<file path="config.mk">
export PLATFORM = sky130hd
export DESIGN_NAME = cheby_dpssram_arb
export DESIGN_NICKNAME = d
export VERILOG_FILES = /design/src/rtl/cheby_dpssram_arb_pkg.sv /design/src/rtl/cheby_dpssram_arb_rr.sv /design/src/rtl/cheby_dpssram_arb.sv
export SDC_FILE = /design/constraint.sdc
export NUM_CORES = 1
export LEC_CHECK = 0
export CELL_PAD_IN_SITES_DETAIL_PLACEMENT = 0
export CELL_PAD_IN_SITES_GLOBAL_PLACEMENT = 1
export CORE_MARGIN = 2
export CORE_UTILIZATION = 32
export CTS_CLUSTER_DIAMETER = 120
export CTS_CLUSTER_SIZE = 30
export DETAILED_ROUTE_END_ITERATION = 8
export GPL_TIMING_DRIVEN = 0
export PLACE_DENSITY_LB_ADDON = 0.25
export SETUP_SLACK_MARGIN = 0.05
export SLEW_MARGIN = 10
export SYNTH_ARGS = -nofsm -noshare
export SYNTH_HDL_FRONTEND = slang
export SYNTH_SLANG_ARGS = --single-unit
</file>
<file path="constraint.sdc">
create_clock -name aclk -period 2 [get_ports aclk]
set_input_delay 0.3 -clock aclk [delete_from_list [all_inputs] [get_ports aclk]]
set_output_delay 0.3 -clock aclk [all_outputs]
set_load 0.005 [all_outputs]
</file>
<file path="src/rtl/cheby_dpssram_arb_pkg.sv">
// Shared types for the two-requester single-port SRAM arbiter: FSM state
// encoding and requester index constants.
package cheby_dpssram_arb_pkg;

  typedef enum logic [1:0] {
    ST_IDLE   = 2'd0,
    ST_ACCESS = 2'd1,
    ST_WAIT   = 2'd2,
    ST_ACK    = 2'd3
  } arb_state_e;

  localparam logic REQ_A = 1'b0;
  localparam logic REQ_B = 1'b1;

endpackage : cheby_dpssram_arb_pkg

</file>
<file path="src/rtl/cheby_dpssram_arb_rr.sv">
// Two-way round-robin arbiter: picks a grant index from req[1:0], and
// remembers the last winner only when the caller strobes update_i.
module cheby_rr_arb2
  import cheby_dpssram_arb_pkg::*;
(
  input  logic       clk,
  input  logic       rst,
  input  logic [1:0] req_i,
  input  logic       update_i,
  output logic       gnt_o
);

  logic last_q;
  logic last_d;

  // On a tie (or no request) the side that did not win last time is offered.
  always_comb begin
    gnt_o = (last_q == REQ_A) ? REQ_B : REQ_A;
    case (req_i)
      2'b01:   gnt_o = REQ_A;
      2'b10:   gnt_o = REQ_B;
      default: gnt_o = (last_q == REQ_A) ? REQ_B : REQ_A;
    endcase
  end

  always_comb begin
    last_d = last_q;
    if (update_i) begin
      last_d = gnt_o;
    end
  end

  // Reset pretends B won last so that A takes the first tie.
  always_ff @(posedge clk) begin
    if (rst) begin
      last_q <= REQ_B;
    end else begin
      last_q <= last_d;
    end
  end

endmodule : cheby_rr_arb2

</file>
<file path="src/rtl/cheby_dpssram_arb.sv">
// Arbitrates two request/ack masters onto one SRAM port. Each access takes
// four cycles: IDLE (grant/latch), ACCESS (strobe), WAIT (capture), ACK.
module cheby_dpssram_arb
  import cheby_dpssram_arb_pkg::*;
#(
  parameter int g_addr_width = 10,
  parameter int g_data_width = 8,
  parameter int g_sel_width  = g_data_width / 8
) (
  input  logic                    aclk,
  input  logic                    areset,

  input  logic                    a_req_i,
  input  logic                    a_we_i,
  input  logic [g_addr_width-1:0] a_adr_i,
  input  logic [g_data_width-1:0] a_dat_i,
  input  logic [g_sel_width-1:0]  a_sel_i,
  output logic                    a_ack_o,
  output logic [g_data_width-1:0] a_dat_o,

  input  logic                    b_req_i,
  input  logic                    b_we_i,
  input  logic [g_addr_width-1:0] b_adr_i,
  input  logic [g_data_width-1:0] b_dat_i,
  input  logic [g_sel_width-1:0]  b_sel_i,
  output logic                    b_ack_o,
  output logic [g_data_width-1:0] b_dat_o,

  output logic [g_addr_width-1:0] ram_adr_o,
  output logic [g_sel_width-1:0]  ram_sel_o,
  output logic [g_data_width-1:0] ram_dat_o,
  output logic                    ram_rd_o,
  output logic                    ram_wr_o,
  input  logic [g_data_width-1:0] ram_dat_i,

  output logic                    busy_o
);

  arb_state_e              state_q,  state_d;
  logic                    we_q,     we_d;
  logic [g_addr_width-1:0] adr_q,    adr_d;
  logic [g_data_width-1:0] dat_q,    dat_d;
  logic [g_sel_width-1:0]  sel_q,    sel_d;
  logic                    gnt_q,    gnt_d;
  logic [g_data_width-1:0] rdata_q,  rdata_d;
  logic [g_data_width-1:0] a_hold_q, a_hold_d;
  logic [g_data_width-1:0] b_hold_q, b_hold_d;

  logic arb_gnt;
  logic arb_update;

  cheby_rr_arb2 u_rr_arb (
    .clk      (aclk),
    .rst      (areset),
    .req_i    ({b_req_i, a_req_i}),
    .update_i (arb_update),
    .gnt_o    (arb_gnt)
  );

  always_comb begin
    state_d    = state_q;
    we_d       = we_q;
    adr_d      = adr_q;
    dat_d      = dat_q;
    sel_d      = sel_q;
    gnt_d      = gnt_q;
    rdata_d    = rdata_q;
    a_hold_d   = a_hold_q;
    b_hold_d   = b_hold_q;
    arb_update = 1'b0;

    case (state_q)
      ST_IDLE: begin
        if (a_req_i || b_req_i) begin
          arb_update = 1'b1;
          gnt_d      = arb_gnt;
          if (arb_gnt == REQ_B) begin
            we_d  = b_we_i;
            adr_d = b_adr_i;
            dat_d = b_dat_i;
            sel_d = b_sel_i;
          end else begin
            we_d  = a_we_i;
            adr_d = a_adr_i;
            dat_d = a_dat_i;
            sel_d = a_sel_i;
          end
          state_d = ST_ACCESS;
        end
      end
      ST_ACCESS: begin
        state_d = ST_WAIT;
      end
      ST_WAIT: begin
        if (!we_q) begin
          rdata_d = ram_dat_i;
        end
        state_d = ST_ACK;
      end
      ST_ACK: begin
        // The granted side keeps what it was shown once its ack drops.
        if (gnt_q == REQ_A) begin
          a_hold_d = rdata_q;
        end else begin
          b_hold_d = rdata_q;
        end
        state_d = ST_IDLE;
      end
      default: begin
        state_d = ST_IDLE;
      end
    endcase
  end

  always_comb begin
    ram_adr_o = adr_q;
    ram_sel_o = sel_q;
    ram_dat_o = dat_q;
    ram_rd_o  = (state_q == ST_ACCESS) && !we_q;
    ram_wr_o  = (state_q == ST_ACCESS) &&  we_q;
    a_ack_o   = (state_q == ST_ACK) && (gnt_q == REQ_A);
    b_ack_o   = (state_q == ST_ACK) && (gnt_q == REQ_B);
    a_dat_o   = a_ack_o ? rdata_q : a_hold_q;
    b_dat_o   = b_ack_o ? rdata_q : b_hold_q;
    busy_o    = (state_q != ST_IDLE);
  end

  // Latched request fields are cleared too, so the RAM-facing bus reads zero in reset.
  always_ff @(posedge aclk) begin
    if (areset) begin
      state_q  <= ST_IDLE;
      we_q     <= 1'b0;
      adr_q    <= '0;
      dat_q    <= '0;
      sel_q    <= '0;
      gnt_q    <= REQ_A;
      rdata_q  <= '0;
      a_hold_q <= '0;
      b_hold_q <= '0;
    end else begin
      state_q  <= state_d;
      we_q     <= we_d;
      adr_q    <= adr_d;
      dat_q    <= dat_d;
      sel_q    <= sel_d;
      gnt_q    <= gnt_d;
      rdata_q  <= rdata_d;
      a_hold_q <= a_hold_d;
      b_hold_q <= b_hold_d;
    end
  end

endmodule : cheby_dpssram_arb

</file>
Word level (Yosys, flattened, before mapping)
Index checks and enable logic that the tools add are counted.
{ "op_classes": {"n_reduce_logical": 12, "eq_ne": 6, "n_mux": 12, "bitwise": 2} }
{ "op_table": {"columns": ["op", "count"], "rows": [
  ["two-way mux 8 bit", 3],
  ["two-way mux 10 bit", 1],
  ["case mux 2 bit (4 select lines)", 1],
  ["AND reduction 2 bit", 4],
  ["equality test 2 bit (second input constant)", 3],
  ["two-way mux 1 bit", 5],
  ["equality test 2 x 1 -> 1 bit (second input constant)", 2],
  ["logical AND 1 bit", 4],
  ["logical NOT 2 bit", 1],
  ["two-way mux 2 bit", 1],
  ["inequality test 2 bit (second input constant)", 1],
  ["inverter 1 bit", 2],
  ["case mux 1 bit (2 select lines)", 1],
  ["nonzero test 2 bit", 1],
  ["logical NOT 1 bit", 1],
  ["logical OR 1 bit", 1]
]} }
{ "totals": {"register_bits": 48} }

Depth between registers and ports, before layout
Gate-level depths: netlist of run 1.
{ "logic_depth": {"depth_word": 3, "ltp_mapped": 7} }

Hierarchy
From an unflattened synthesis of run 1, not the netlist that was laid out.
{ "unflattened": {"hier_cells": 204, "area_unflattened_um2": 2122.0} }
{ "by_module_without_submodules": {"columns": ["module", "instances", "cells_per_inst", "area_per_inst_um2"], "rows": [
  ["cheby_dpssram_arb", 1, 194, 2049.5],
  ["cheby_rr_arb2", 1, 10, 72.6]
]} }

Least setup slack after synthesis of run 1
OpenSTA, ideal clock, no wires.
{ "synth_path": {"kind": "input -> register", "from": "input a_req_i", "to": "register adr_q[0] (netlist: ram_adr_o[0])", "cell_stages": 6, "required_ns": 1.855, "arrival_time_ns": 1.280, "slack_ns": 0.574, "cell_sequence": "inv_1 > ha_1 > and2_1 > buf_2 > o21ai_0 > a311oi_2"} }
{ "synth_via": {"elab_chain_len": 3, "elab_cells_between_ends": 6, "cone_classes": "2 x eq/ne; 2 x mux; 2 x reduce/logical"} }
{ "synth_rtl": {"columns": ["element", "line", "source"], "rows": [
  ["from (decl)", "cheby_dpssram_arb.sv:13", "input logic a_req_i,"],
  ["equality test 2 bit or equality test 2 x 1 -> 1 bit (tied branches)", "cheby_dpssram_arb_rr.sv:19", "case (req_i)"],
  ["case mux 1 bit (2 select lines)", "cheby_dpssram_arb_rr.sv:19", null],
  ["two-way mux 10 bit", "cheby_dpssram_arb.sv:77", "if (arb_gnt == REQ_B) begin"],
  ["to (signal assigned)", "cheby_dpssram_arb.sv:143", "adr_q <= adr_d;"],
  ["to (decl)", "cheby_dpssram_arb.sv:41", "logic [g_addr_width-1:0] adr_q, adr_d;"]
]} }
Several ways; a longest one is shown, not always the timed one.
A chain may end at the register's enable or synchronous reset.

Worst setup path after layout of run 1
{ "layout_path": {"from": "register state_q[0]", "to": "output a_dat_o[6]"} }
{ "layout_via": {"elab_chain_len": 3} }
{ "layout_rtl": {"columns": ["element", "line", "source"], "rows": [
  ["from (decl)", "cheby_dpssram_arb.sv:39", "arb_state_e state_q, state_d;"],
  ["from (signal assigned)", "cheby_dpssram_arb.sv:141", "state_q <= state_d;"],
  ["equality test 2 bit", "cheby_dpssram_arb.sv:121", "a_ack_o = (state_q == ST_ACK) && (gnt_q == REQ_A);"],
  ["logical AND 1 bit", "cheby_dpssram_arb.sv:121", null],
  ["two-way mux 8 bit", "cheby_dpssram_arb.sv:123", "a_dat_o = a_ack_o ? rdata_q : a_hold_q;"],
  ["to (decl)", "cheby_dpssram_arb.sv:19", "output logic [g_data_width-1:0] a_dat_o,"]
]} }
No other way between the ends.

==> summary.md, run 1 <==
| Metric | Value |
|---|---|
| DP Area | 3300 sq um |
| Mapped Area | 2280 sq um |
| Post-Syn Instances | around 240 |
| Worst path slowest cell | dfxtp_4 |
| PwrDens | 984 nW/um^2 |
| Slew headroom | 51.6% |
| Largest net degree at the start of global routing | 16 |
| I/O Pins | 92 |
| Die height | 88.4 um |
| Design area | about 3500 sq um |
| F_max | around 0.52 GHz |
| Gr ovfl total | 0 |
| Fin crit share | a little over nine tenths |
| Synth area leaders | dfxtp_1 42%, a311oi_2 5.9%, mux2_4 5.3% |
| Clk_skew | ~0.008 ns |
| Wirelength, routed | about 5900 um |
| Hold Path Class | primary input to flop |
| Area grow syn2layout | 53.7% |
| Worst-skew pair later-pin latency | 0.31 ns |
| Worst setup EP type | output pin |
| Antenna Violating Nets Remaining | 0 |
| Seq cells post-synth | 48 |
| Worst Path Arrival | around 1.6 ns |
| Status | finished clean |
| Nets | slightly below 400 |
| Clk pin slew, worst setup/hold paths | about 0.090 ns |
| Most frequent cells after synthesis | 48 x dfxtp_1, 30 x nor2_1, 22 x nand3_1 |
| Number of synthesized flops with an enable pin | 0 |
| IO Port Bufs | 90 |
| Post-synth cell types | 30 |
| Initial Util | approximately 33% |
| Die ar. | approximately 7800 sq um |
| GRT Resource Usage Total | approximately 16% |
| Mean Syn Cell Area | between 9 and 10 sq um |
| Finished Layout Cells | between 400 and 500 |
| Placement Rows | 30 |
| CTS tree | built |
| CTS Root Cell | clkbuf_8 |
| Layout cell share with drive strength beyond 1 | between 15 and 20% |
| Clock Sinks | 48 |
| Final hold viol count | 0 |
| CP max FO | 4 |
| CTS H-tree depth | 2 |
| Main synth FF type | dfxtp_1 |
| Hold slack | between 0.3 and 0.4 ns |
| Ant. Diodes | 0 |
| Die Wd | ~88 um |
| CP cell instances | ha_4 -> nand2b_4 -> buf_6 -> buf_4 -> mux2_4 -> buf_6 |
| Syn_nets | around 300 |
| CP Class | flop to output pin |
| Core area | 6830 sq um |
| DR WL/cell | between 10 and 15 um |
| DRT Pass-1 Iters | 4 |
| Clock tree buffer depth | 2 |
| Number of global-route vias before repair | just under 2000 |
| Hpwl dp | ~4100 um |
| Yosys top cell area share | a little over two fifths |
| Number of synthesis warnings | 0 |
| DRT iter0 DRCs | 51 |
| RSZ-0062 raised after global routing | yes |
| Via density | around 4.6 |
| DR vias | approximately 2000 |
| Slew Viols, Final | 0 |
| Most numerous cell in the Yosys netlist | dfxtp_1 |
| Global-route wire length before repair | 9330 um |
| Sequential cell area fraction in the yosys report | a little over two fifths |
| Req. time, crit path | around 1.7 ns |
| Synth area leader | dfxtp_1 |
| Final min period | approximately 1.9 ns |
| Startpoint type of the worst setup path | flop |
| Post-synth ARST share | 0% |
| Peak supply drop | approximately 0.48 mV |
| Routability cong. | between 0.7 and 0.8 |
| CP dominant cell by count | buf_6 |
| Max incr delay on CP | 0.37 ns |
| # DRC | 0 |
| Crit-path leading delay family | buffers and inverters |
| CTS Buf Count | 5 |
| Leak Pwr | ~1.5 nW |
| Final setup fails | 0 |
| MaxCap Viol Count | 0 |
| Buf+Inv Stages, Crit Path | 3 |
| Placed insts | roughly 420 |
| Least-Margin Pin Slew | a little over 0.7 ns |
| Initial antenna violation count | 0 |
timing repair:
| item | in CTS | in global routing |
|---|---|---|
| gates resized for setup | 38 | 12 |
| pin swaps | 1 | 1 |
| setup endpoints to repair | 18 | 10 |
| cloned | 1 | 0 |
| setup buffers | 3 | 0 |
| hold buffers | 0 | 0 |
state kept, by name, summed over array words and instances (netlist names):
signal           flops
a_hold_q             8
ram_sel_o            1
rdata_q              8
gnt_q                1
ram_adr_o           10
state_q              2
we_q                 1
u_rr_arb.last_q      1
b_hold_q             8
ram_dat_o            8
worst paths after layout:
path	from	end	slack, ns	cells past startpoint
hold reg to reg	ram_adr_o[8]	ram_adr_o[8]	0.50	2
hold / removal	areset	a_hold_q[2]	0.33	2
setup / recovery	state_q[0]	a_dat_o[6]	0.08	6
setup reg to reg	state_q[0]	gnt_q	0.39	8
placed cells by master, fill, tap and decap left out, types with 9 or more instances in the layout:
master | Yosys | layout
nor2_1 | 30 | 30
nand3_1 | 22 | 22
dfxtp_1 | 48 | 45
o21ai_0 | 18 | 18
clkdlybuf4s50_1 | 0 | 71
a311oi_1 | 12 | 12
dlygate4sd2_1 | 0 | 9
a311oi_2 | 9 | 9
nor2b_1 | 18 | 18
through the flow:
stage | setup TNS (ns) | power [mW] | utilization [%] | setup slack [ns]
2_1_floorplan | 0 | 2.06 | - | 0.574
3_3_place_gp | -0.457 | 2.66 | 48.3 | -0.0546
3_5_place_dp | -0.960 | 2.67 | 48.3 | -0.0680
4_1_cts | 0 | 3.47 | 50.7 | 0.0599
5_1_grt | 0 | 3.68 | 51.2 | 0.0250
6_report | 0 | 3.45 | 51.2 | 0.0788
final cells by class:
class,count,area [sq um]
Multi-Input combinational cell,159,1210
Fill cell,649,3330
Clock buffer,5,68.8
Timing Repair Buffer,94,931
Clock inverter,3,42.5
Buffer,20,131
Tap cell,96,120
Inverter,8,30.0
Sequential cell,48,970
metal layers:
metal	GRT usage (%)	wire length (um)	vias up	part of all wire [%]
met4	4.96	67	0	1.1
li1	-	-	1022	-
met1	19.2	2680	910	45
met5	0	0	-	0
met3	5.50	406	4	6.9
met2	25.6	2760	65	47
power by group:
part	switching [mW]	leakage (nW)	internal [mW]
combinational	0.646	1.01	0.791
sequential	0.130	0.395	1.16
clock	0.346	0.0541	0.370
total	1.12	1.46	2.32
worst reg2reg max path, stage by stage (launching register included):
cell and delay [ns]:
dfxtp_4 0.36, buf_4 0.14, inv_1 0.13, ha_4 0.18, nor2b_2 0.15, buf_6 0.14
buf_6 0.15, nor2_1 0.06, a311oi_2 0.22
kinds of logic (layout without fill, tap and decap cells):
| family | count (synthesis) | after routing | synth area share (%) |
|---|---|---|---|
| AOI/OAI and AO/OA | 46 | 46 | 16.3 |
| buffers and inverters | 28 | 130 | 6.92 |
| adders and majority gates | 8 | 8 | 4.40 |
| DFF | 48 | 48 | 42.2 |
| muxes | 24 | 24 | 12.7 |
| and+or+nand+nor | 81 | 81 | 17.5 |
(Power assumes the default switching activity.)
==> run 2, diff against run 1 <==
==> constraint.sdc (replaced) <==
create_clock -name aclk -period 2 [get_ports aclk]
set_input_delay 0.3 -clock aclk [delete_from_list [all_inputs] [get_ports aclk]]
set_output_delay 0.3 -clock aclk [all_outputs]
set_load 0.01 [all_outputs]
==> run 2 against run 1 <==
Compared with the run above: wire length about the same; power is 1.0% higher; cell count increased by 0.23%; core utilization decreased by 0.68 points; critical path depth shrank 2; largest cell class unchanged; combinational power is essentially flat; cell area fell by 1.3%; first-iteration DRC count is 5.9% lower.
==> summary.md, run 2 (synthesized netlist as in run 1, its figures left out) <==
| Metric | Value |
|---|---|
| Status | finished clean |
| DRT Pass-1 Iters | 4 |
| Startpoint type of the worst setup path | flop |
| Global-route wire length before repair | 9360 um |
| GRT Resource Usage Total | 15.6% |
| DR vias | about 2000 |
| Combinational power share | a little over two fifths |
| Routability cong. | around 0.74 |
| Initial Util | 33.3% |
| PwrDens | a little over 1000 nW/um^2 |
| Leak Pwr | approximately 1.5 nW |
| Die Wd | between 80 and 90 um |
| CP max FO | 9 |
| Setup TNS | 0 ns |
| Worst r2r dst | gnt_q |
| Ant. Diodes | 0 |
| Pint | 2.31 mW |
| Power share of the sequential group | between 30 and 40% |
| Worst-skew pair later-pin latency | about 0.31 ns |
| Area grow syn2layout | 51.7% |
| CTS H-tree depth | 2 |
| Number of global-route vias before repair | 1948 |
| Worst setup EP type | output pin |
| Least-Margin Pin Slew | between 0.7 and 0.8 ns |
| R2R cell count | 8 |
| Layout cell share with drive strength beyond 1 | between 20 and 25% |
| RR Startpoint | state_q[1] |
| Clock tree buffer depth | 2 |
| Max incr delay on CP | 0.36 ns |
| Worst Hold Depth | 2 |
| Antenna Violating Nets Remaining | 0 |
| F_max | 0.530 GHz |
| Req. time, crit path | around 1.7 ns |
| Slew Viols, Final | 0 |
| IO Port Bufs | 90 |
| Fin crit share | ~94% |
| Placement Rows | 30 |
| Setup ws final | between 0.1 and 0.15 ns |
| CP cell instances | ha_4 -> nand2_8 -> mux2_2 -> dlygate4sd2_1 |
| Hold Path Class | primary input to flop |
| Clock Power Share | 20.7% |
| Core area | 6830 sq um |
| DRT iter0 DRCs | between 40 and 50 |
| DR WL/cell | 13.6 um |
| Final setup fails | 0 |
| Reg2Reg Setup Slack | ~0.33 ns |
| Place WS | -0.0680 ns |
| Clock Sinks | between 40 and 50 |
| Clk pin slew, worst setup/hold paths | 0.09 ns |
| Final min period | approximately 1.9 ns |
| Clk_skew | 0.00510 ns |
| Largest net degree at the start of global routing | 16 |
| Gr ovfl total | 0 |
| Switch Pwr | ~1.2 mW |
| Nets | a little under 400 |
| CP Class | flop to output pin |
| Slew headroom | between 50% and 60% |
| DP Area | between 3000 and 4000 sq um |
| Commonest non-fill, non-tap cells in the layout | 70 x clkdlybuf4s50_1, 45 x dfxtp_1, 30 x nor2_1 |
| CTS Root Cell | clkbuf_8 |
| Worst path slowest cell | dfxtp_4 |
| Via density | ~4.6 |
| Worst Hold End | a_hold_q[7] |
| # DRC | 0 |
| Hpwl dp | between 4000 and 5000 um |
| MaxCap Viol Count | 0 |
| CTS Buf Count | 5 |
| Design area | between 3000 and 4000 sq um |
| Sw frac | between 30 and 40% |
| Final hold viol count | 0 |
| Die height | 88.4 um |
| Peak supply drop | 0.488 mV |
| Critical hold path startpoint | areset |
| Wirelength, routed | 5910 um |
| Commonest non-fill, non-tap cell in the layout | clkdlybuf4s50_1 |
| Initial antenna violation count | 0 |
| Die ar. | 7810 sq um |
| I/O Pins | 92 |
| Hold-fix buffer count after cts | 0 |
| RSZ-0062 raised after global routing | yes |
| CTS tree | built |
| Worst Path Arrival | around 1.6 ns |
| Max FFs per register | 10 |
[run 2: cell types whose count changed in the layout (fill, tap and decap cells not counted), moves of 2 or more]
cell and change:
ha_1 +2, buf_6 -3, buf_2 +6, dlygate4sd2_1 +2, clkdlybuf4s15_1 -6, buf_4 +2
[run 2: how the worst max path moves through the flow]
stage | cells after the start | from | slack, ns | to
2_1_floorplan | 6 | a_req_i | 0.57 | ram_adr_o[0]
3_3_place_gp | 7 | b_req_i | -0.05 | ram_adr_o[2]
3_5_place_dp | 7 | b_req_i | -0.07 | ram_dat_o[0]
4_1_cts | 6 | state_q[1] | -0.03 | a_dat_o[6]
5_1_grt | 4 | state_q[1] | 0.05 | b_dat_o[7]
6_report | 4 | state_q[1] | 0.11 | b_dat_o[4]
[run 2: final cells by class]
class	instances	area, sq um
Timing Repair Buffer	96	913
Sequential cell	48	967
Clock buffer	5	68.8
Multi-Input combinational cell	159	1190
Buffer	19	120
Fill cell	652	3380
Clock inverter	3	42.5
Inverter	8	30.0
Tap cell	96	120
[run 2: stage by stage]
stage / cells / power [mW] / util [%] / hold slack (ns)
floorplan: 235 / 2.13 / - / 0.447
global placement: 421 / 2.73 / 48.3 / 0.488
detailed placement: 421 / 2.73 / 48.3 / 0.489
CTS: 435 / 3.52 / 50.6 / 0.322
global route: 434 / 3.72 / 50.6 / 0.315
finish: 434 / 3.48 / 50.6 / 0.323
[run 2: worst max-delay path, delay by kind of cell (launching register included)]
family / cells / cell delay [ns]
and+or+nand+nor: 1 / 0.09
DFF: 1 / 0.36
buffers and inverters: 1 / 0.29
adders and majority gates: 1 / 0.18
muxes: 1 / 0.36
[run 2: metal layers]
layer,track usage [%],vias up,share of wire [%]
li1,-,1024,-
met1,19.1,914,45
met2,25.7,72,46
met3,5.50,5,7.8
met4,4.96,0,1.2
met5,0,-,0
[run 2: power groups by stage]
stage	logic, mW	registers, mW	clock network [mW]
5_1_grt	1.62	1.31	0.785
2_1_floorplan	0.792	1.33	0
4_1_cts	1.49	1.29	0.737
6_report	1.47	1.29	0.720
3_3_place_gp	1.44	1.29	0
3_5_place_dp	1.44	1.29	0
[run 2: what timing repair did]
| item | 4_1_cts | 5_1_grt |
|---|---|---|
| buffers inserted | 6 | 0 |
| pin swaps | 2 | 1 |
| endpoints found under the setup margin | 19 | 9 |
| gates resized for setup | 50 | 4 |
==> RTL edit (settings of run 2) <==
Encoding of `arb_state_e`: now one-hot (4 bits for 4 states).
--- a/src/rtl/cheby_dpssram_arb_pkg.sv
+++ b/src/rtl/cheby_dpssram_arb_pkg.sv
@@ -4,7 +4,7 @@
 
-  typedef enum logic [1:0] {
-    ST_IDLE   = 2'd0,
-    ST_ACCESS = 2'd1,
-    ST_WAIT   = 2'd2,
-    ST_ACK    = 2'd3
+  typedef enum logic [3:0] {
+    ST_IDLE   = 4'b0001,
+    ST_ACCESS = 4'b0010,
+    ST_WAIT   = 4'b0100,
+    ST_ACK    = 4'b1000
   } arb_state_e;
Check against the original RTL: no difference found for any inputs over 10 cycles, from zero or initial values and one cycle with areset high; not proved beyond that.
==> RTL edit against run 2 <==
  * The flow now finishes with violations (setup timing)
  * Final area is 8.2% higher
  * Cell count is 15% higher
  * Global-route usage up 2.5 points
  * Synthesized area rose by 3.3%
  * Setup slack worse by 0.36 ns
  * Critical path depth grew 2
  * Sequential cell count rose by 2
  * Routed wire length grew 27%
  * Largest cell class unchanged
Power is not compared: it rests on default switching activity, and its combinational part moved more than twofold at a synthesized area within 25%.
==> RTL edit: results (changes against run 2) <==
- Total global-route track usage: 18.07% (+2.5 points)
- Share of post-route cells with drive strength above 1: 23.75% (+3.3 points)
- CTS Buffer Depth: 2 (unchanged)
- Number of clock buffers inserted by TritonCTS: 5 (unchanged)
- Nets: 453 (+14%)
- Failing checks: setup timing
- Yosys cell types: 31 (+3.3%)
- M1 GR Usage: 22.11% (+3.0 points)
- HP Class: reg -> reg
- Max VDD drop: 0.4442 mV
- Fin Setup TNS: -2.644 ns (-2.644 ns)
- Post-synthesis sequential area ratio: 42.55% (+0.36 points)
- Area after DPL: 3377 um^2 (+2.4%)
- Post-synthesis compound-gate area fraction: 29.26% (+13 points)
- Max FO, Critical Path: 5 (-4)
- Cells after Synth: 285 (+21%)
- IO Port Bufs: 90 (unchanged)
- Crit path DAT: 1.94 ns (+0.35 ns)
- Area contributors post-synth: dfxtp_1 43%, a21oi_1 9.8%, nand3_1 9.4%, o21ai_0 7.7%, a311oi_1 7.4%
- HPWL after detailed placement: 5063 um (+24%)
- Layout Skew: 0.01069 ns (+0.005593 ns)
- Initial DRC count: 104 (+120%)
- Worst Setup Slack, final: -0.2435 ns (-0.3560 ns)
- CTS H-tree depth: 2 (unchanged)
- Post-synth top cells: 50 x dfxtp_1, 46 x a21oi_1, 44 x nand3_1
- Avg WL per Cell: 15.06 um (+11%)
- RePlAce Congestion: 0.7719 (+4.6%)
- First-pass GRT wire length: 12140 um (+30%)
- Mux cell area share after synthesis: 0% (-13 points)
- Syn_nets: 339 (+15%)
- Synth top area share: 42.55% (+0.36 points)
- Final wirelength: 7513 um (+27%)
- Vias in the first global route: 2553 (+31%)
- Slew margin rel.: 45.09% (-6.7 points)
- Vias per inst: 5.134 (+11%)
- Asr flop ratio synth: 0% (unchanged)
- Fin crit share: 112.2% (+18 points)
- Outcome: complete, but fails checks
- Filler instances: 697 (+6.9%)
- # setup viols final: 17 (+17)
- Grt met2 use: 31.19% (+5.5 points)
- M3 GR Usage: 5.197% (-0.31 points)
- Post-Synth Adder-Cell Area: 1.064% (-3.3 points)
- Largest net degree at the start of global routing: 16 (unchanged)
- Placed cell count: 474 (+13%)
- Ant diodes: 0 (unchanged)
RTL edit: cell types whose count changed in the layout (fill, tap and decap cells not counted), moves of 9 or more:
cell and delta:
nor2_1 -23, o21ai_4 +12, nand3_1 +22, a311oi_2 -9, nor2b_1 -16, a21oi_1 +42
buf_2 +11, o21ai_0 +11, dlygate4sd2_1 -10, nand2_1 +14
RTL edit: worst paths after layout:
kind,from,endpoint,slack (ns),cells after the start
worst max-delay path,state_q[1]$_SDFFE_PP0P_,b_dat_o[6],-0.24,6
worst min-delay path,b_hold_q[5]$_SDFFE_PP0P_,b_hold_q[5]$_SDFFE_PP0P_,0.47,2
worst max register to register,state_q[1]$_SDFFE_PP0P_,a_hold_q[6]$_SDFFE_PP0P_,0.12,9
worst min register to register,b_hold_q[5]$_SDFFE_PP0P_,b_hold_q[5]$_SDFFE_PP0P_,0.47,2
RTL edit: power groups by stage:
stage | clock network, mW | logic [mW] | registers [mW]
6_report | 0.608 | 0.704 | 1.13
5_1_grt | 0.649 | 0.769 | 1.14
4_1_cts | 0.621 | 0.690 | 1.12
3_5_place_dp | 0 | 0.678 | 1.13
3_3_place_gp | 0 | 0.671 | 1.14
2_1_floorplan | 0 | 0.317 | 1.16
RTL edit: metrics by stage:
stage          worst slack, ns  hold slack, ns  utilization, %
4_1_cts                -0.2239          0.4693           49.61
3_3_place_gp           -0.2665          0.4486           47.06
5_1_grt                -0.2855          0.4947           52.10
6_report               -0.2435          0.4673           52.10
3_5_place_dp           -0.2622          0.4550           47.06
2_1_floorplan           0.2757          0.4441               -
RTL edit: metal layers:
metal  wire (um)  up-vias
met2        3620       91
met4          72        0
met3         552        7
met1        3268     1187
met5           0        -
li1            -     1277
RTL edit: final cells by class:
type	count	share of cell area [%]
inverter	5	0.6024
clock buffer	6	1.941
tap	99	3.313
buffer	28	4.853
clock inverter	2	0.3681
timing repair buffer	110	27.07
sequential	50	27.11
multi-input combinational	199	34.74
RTL edit: repair_timing:
item / 4_1_cts / 5_1_grt
cloned: 0 / 2
pin swaps: 10 / 13
endpoints found under the setup margin: 21 / 40
resized for setup: 117 / 39
setup buffers: 14 / 8
RTL edit: cells by family after synthesis:
| family | Yosys count |
|---|---|
| buffers and inverters | 36 |
| AO/OA/AOI/OAI | 113 |
| adder cells (fa/ha/maj) | 2 |
| AND/OR/NAND/NOR | 84 |
| flip-flops | 50 |
RTL edit: critical path, stage by stage, from the launching register on:
cell and delay (ns):
dfxtp_4 0.37, or4b_4 0.58, buf_12 0.17, clkbuf_16 0.16
o21ai_4 0.15, nand2_1 0.07, buf_2 0.14
